$ cat src/rtl/cordic_atan_rom.sv
// cordic_atan_rom: Q2.30 atan(2^-i) table, comb + registered read; ROM_PARITY_EN adds parity/parity_q
module cordic_atan_rom (
  input  logic        clk,
  input  logic        rst_n,
  input  logic [4:0]  address,
  input  logic        en,
  output logic [31:0] data,
  output logic [31:0] data_q,
`ifdef ROM_PARITY_EN
  output logic        parity,
  output logic        parity_q,
`endif
  output logic        valid_q
);
  always_comb begin
    case (address)
      5'd0:    data = 32'h3243F6A8;
      5'd1:    data = 32'h1DAC6705;
      5'd2:    data = 32'h0FADBAFC;
      5'd3:    data = 32'h07F56EA6;
      5'd4:    data = 32'h03FEAB76;
      5'd5:    data = 32'h01FFD55B;
      5'd6:    data = 32'h00FFFAAA;
      5'd7:    data = 32'h007FFF55;
      5'd8:    data = 32'h003FFFEA;
      5'd9:    data = 32'h001FFFFD;
      default: data = (address == 5'd31) ? 32'd0 : (32'd1 << (5'd30 - address)) - 32'd1;
    endcase
  end
  always_ff @(posedge clk) begin
    if (!rst_n) begin
      data_q  <= '0;
      valid_q <= 1'b0;
    end else begin
      valid_q <= en;
      if (en) data_q <= data;
    end
  end
`ifdef ROM_PARITY_EN
  assign parity = ^data;
  always_ff @(posedge clk) begin
    if (!rst_n) parity_q <= 1'b0;
    else if (en) parity_q <= parity;
  end
`endif
endmodule

$ cat config.mk
export PLATFORM = sky130hd
export DESIGN_NAME = cordic_atan_rom
export DESIGN_NICKNAME = d
export VERILOG_FILES = /design/src/rtl/cordic_atan_rom.sv
export SDC_FILE = /design/constraint.sdc
export NUM_CORES = 1
export LEC_CHECK = 0
export CAP_MARGIN = 20
export CORE_ASPECT_RATIO = 2
export CORE_UTILIZATION = 51
export DETAILED_ROUTE_END_ITERATION = 10
export MAX_ROUTING_LAYER = met4
export PLACE_DENSITY = 0.82
export REMOVE_ABC_BUFFERS = 1
export SLEW_MARGIN = 10
export SYNTH_ARGS = -nofsm -noshare
export SYNTH_HDL_FRONTEND = slang
export SYNTH_SLANG_ARGS = --single-unit
export TNS_END_PERCENT = 1
$ cat constraint.sdc
create_clock -name clk -period 6 [get_ports clk]
set_clock_uncertainty 0.2 [all_clocks]
set_input_delay 1.2 -clock clk [delete_from_list [all_inputs] [get_ports clk]]
set_output_delay 1.2 -clock clk [all_outputs]
set_load 0.005 [all_outputs]
Yosys cells after proc, flatten, opt, wreduce, memory -nomap -nowiden
Cells that the tools add are included.

storage, ports and cells
  word-level logic and storage cells = 18
  bits in registers = 33

cells by class
  multiplexer cells = 2
  reduce and logical (&&, ||, !) cells = 1
  shift operators = 1
  eq/ne operators = 10
  add/sub/neg operators = 2

operator list
  kind                                                 count
  case mux 32 bit (10 select lines)                    1
  two-way mux 32 bit                                   1
  left shift 1 x 5 -> 32 bit (first input constant)    1
  subtractor 32 x 1 -> 32 bit (second input constant)  1
  == test 5 x 3 -> 1 bit (second input constant)       4
  == test 5 x 2 -> 1 bit (second input constant)       2
  == test 5 x 4 -> 1 bit (second input constant)       2
  == test 5 x 1 -> 1 bit (second input constant)       1
  == test 5 bit (second input constant)                1
  zero test 5 bit                                      1
  subtractor 5 bit (first input constant)              1

Logic depth before layout (Yosys ltp)
  depth in word-level cells = 5
  depth in mapped cells = 15
  depth with buffers taken out = 12

Least setup slack after synthesis
No wires, ideal clock.

  path kind = input to output
  start = in address[2]
  end = out data[16]
  arrival time = 3.772 ns
  cell stages on the path = 14
  path slack = 0.828 ns
  path buffers = 5
  required time = 4.600 ns
  cells stage by stage = buf_2 buf_2 inv_1 clkbuf_1 ha_1 buf_2 nor2b_1 nand4_1 ha_1 o221a_2 buf_6 nor4b_1 a211oi_1 nor3_1

between the ends
  cells in the longest elaborated chain, start to end = 5

ends and longest elaborated chain
  element                              RTL line  source
  start: declaration                   5         input logic [4:0] address,
  subtractor 5 bit                     27        default: data = (address == 5'd31) ? 32'd0 : (32'd1 << (5'd30 - address)) - 32'd1;
  left shift 1 x 5 -> 32 bit           27
  subtractor 32 x 1 -> 32 bit          27
  two-way mux 32 bit                   27
  case mux 32 bit (10 select lines) *  16        case (address)
  end: declaration                     7         output logic [31:0] data,

Mark *: on every way between the ends. The rest lies on a longest branch, timed or not.

Worst setup path in the final report
  start = in address[3]
  end = out data[16]

Same word-level chain as after synthesis.

==> run summary <==
Critical Path Sink Type = primary output
Worst r2r src = data_q[5]
EDFF count, synth = 0
Crit Path Max Fanout = 19
Die area = 6202 sq um
Hold Crit Class = register to register
Synthesized area per cell = 6.966 sq um
Slew @ Worst Pin = 791.5 ps
Synth unique cells = 68
Peak supply drop = 0.0002541 V
Fmax achieved = 172.9 MHz
Synth top area cells = dfxtp_1 (22%), o21ai_0 (7.7%), nand2_1 (5.8%)
Final WL = 11,650 um
RSZ-0062 raised after global routing = false
Final setup vio count = 0
Die Height = 110.4 um
Post-CTS setup buffer count = 0
Share of cells above drive strength 1 = 10.73%
Post-route minimum period = 5785 ps
Port bufs = 72
Vias in the first global route = 3,514
Crit path DAT = 4390 ps
Final hold vios = 0
Top-area cell type share of the netlist area = 22.06%
Initial Utilization = 52.92%
Placer Congestion = 1.156
Nature of the critical path startpoint = input port
Vias per std cell = 6.775
Die width = 56.19 um
Layout area overhead = 30.70%
Crit Path Class = input port to primary output
Post-route ant nets = 0
Hold buffer count at cts = 0
Row count = 39
Critical path depth = 9
Slowest stage cell on the critical path = clkdlybuf4s50_1
Largest area contributor in the netlist = dfxtp_1
Ys Warns = 0
Status = completed
IO Pins = 73
CTS max path bufs = 2
Core box area = 5660 sq um
CP cell instances = clkdlybuf4s50_1 > buf_4 > nor3b_1 > nand3b_1 > inv_1 > nor4b_1 > a211oi_1 > nor3_1 > clkdlybuf4s50_1
Top cell family by delay on the critical path = buffers and inverters
Power Total = 0.8277 mW
CP startpoint = address[3]
Final TNS setup = 0 ps
Post-CTS resize count = 0
Post-place instance area = 3772 sq um
Register area share after synthesis = 22.06%
Final Cycle Share = 96.42%
Initial DRT Pass Iterations = 5
Main synth FF type = dfxtp_1
WL/cell = 20.99 um
LEAKAGE = 1.560 nW
Post-Layout Inst Area = 3915 sq um
Worst skew pair latency = 280 ps
Max stage delay on crit path = 860 ps
Iteration-0 DRC Markers = 298
First-pass GRT wire length = 18,110 um
Cell Area, Synth = 2995 sq um
CTS Buf Count = 5
WHS Path Cells = 2
Post-synthesis async set-or-reset flop share = 0%
Clk pin slew, worst setup/hold paths = 50 ps
DP HPWL = 8463 um
Worst path most repeated cell = clkdlybuf4s50_1
Fin nets = 504
Setup slack, reg-to-reg = 4990 ps
Antenna violations before repair = 0
R2R depth = 2
Vias post-DR = 3,760
Gate Count Post-Synth = 430
Grt total ovfl = 0
Clk sinks = 33
All-Layer GR Usage = 39.20%
# diodes = 0
Rel. slew slack = 47.12%
Post-synthesis register bit count = 33
Req. time, crit path = 4600 ps
Final-report max-slew violation count = 0
Largest net degree at the start of global routing = 38
Worst reg2reg path endpoint = data_q[5]
WP buf/inv = 4
CTS tree = done
Clock H-tree levels = 2
Max Cap Viol = 0
P per Cell Area = 211.4 nW/um^2
DRC = 0
Root Driver = clkbuf_16
Critical Path End = data[16]
==> cells in the final DEF, fill, tap and decap left out, drive strengths merged, types with 3 or more instances in the layout <==
cell and count:
a211o 4, a211oi 4, a21o 3, a21oi 31
a22oi 3, a311oi 3, a31oi 11, a41oi 3
and3 9, and4 3, buf 27, clkbuf 5
clkdlybuf4s50 72, clkinv 3, dfxtp 33, ha 3
inv 13, mux2 3, mux2i 7, nand2 46
nand2b 8, nand3 28, nand3b 6, nand4 11
nor2 31, nor2b 6, nor3 8, o211a 5
o211ai 5, o21a 4, o21ai 46, o22ai 4
o32ai 4, or2 5, xnor2 5
==> metal layers <==
metal	up-vias	part of all wire, %	global-route usage, %
met4	0	6.3	27.35
met5	-	0	-
met2	244	51	65.65
met3	68	7.2	5.951
met1	1741	36	42.20
li1	1707	-	-
==> where the power goes <==
part	total, mW	internal (mW)	switching [mW]
clock network	0.255	0.152	0.103
logic	0.325	0.159	0.166
registers	0.248	0.239	0.00896
total	0.828	0.550	0.278
==> worst min-delay path by stage <==
stage                     slack [ps]  startpoint    endpoint
after floorplan                  260  data_q[30]  data_q[30]
after global placement           260   data_q[3]   data_q[3]
after detailed placement         270   data_q[3]   data_q[3]
after CTS                        280   data_q[3]   data_q[3]
after global routing             290   data_q[6]   data_q[6]
final                            270   data_q[3]   data_q[3]
==> cells in the mapped netlist (4+ instances only) <==
library cell and number:
nor3_1 8, nand2_1 46, o21ai_0 46, o21a_1 4, o211ai_1 5, and3_1 8, clkbuf_1 17, mux2i_1 6
inv_1 13, a31oi_1 11, nor2_1 31, or2_2 4, buf_6 4, a211oi_1 4, o22ai_1 4, xnor2_1 5
nand3_1 28, nand4_1 11, nor2b_1 6, o211a_1 5, nand2b_1 8, nand3b_1 6, buf_2 15, a21oi_1 31
o32ai_1 4, dfxtp_1 33, a211o_1 4
==> worst register-to-register path, stage by stage, from the launching register on <==
cell,delay (ps)
dfxtp_1,300
or2_2,280
o211a_1,120
==> per-stage QoR <==
step           setup WS, ps  instances  hold WS [ps]  util, %
2_1_floorplan          1098        387         261.8        -
3_3_place_gp          301.7        547         256.1    66.64
3_5_place_dp          303.7        547         267.3    66.64
4_1_cts               279.0        555         276.1    69.16
5_1_grt               3.032        555         292.5    69.16
6_report              214.8        555         273.7    69.16
==> registers in the layout, indices dropped and copies added, names as in the netlist <==
signal / flops
valid_q: 1
data_q: 32
==> layout make-up <==
type	instances	area, sq um
fill	507	1745
sequential	33	660.6
inverter	14	52.55
multi-input combinational	340	2059
tap	61	76.32
clock buffer	5	125.1
timing repair buffer	99	923.4
clock inverter	3	17.52
==> cells by family (layout without fill, tap and decap cells) <==
family | count (synthesis) | in the layout | share of synthesized area [%]
AND/OR/NAND/NOR | 169 | 169 | 28.36
AO/OA/AOI/OAI | 152 | 152 | 33.79
buffers and inverters | 57 | 121 | 9.189
flip-flops | 33 | 33 | 22.06
multiplexers | 10 | 10 | 3.592
XOR/XNOR | 6 | 6 | 1.754
adder cells (fa/ha/maj) | 3 | 3 | 1.253
No activity file was read; power rests on OpenSTA's default activity.
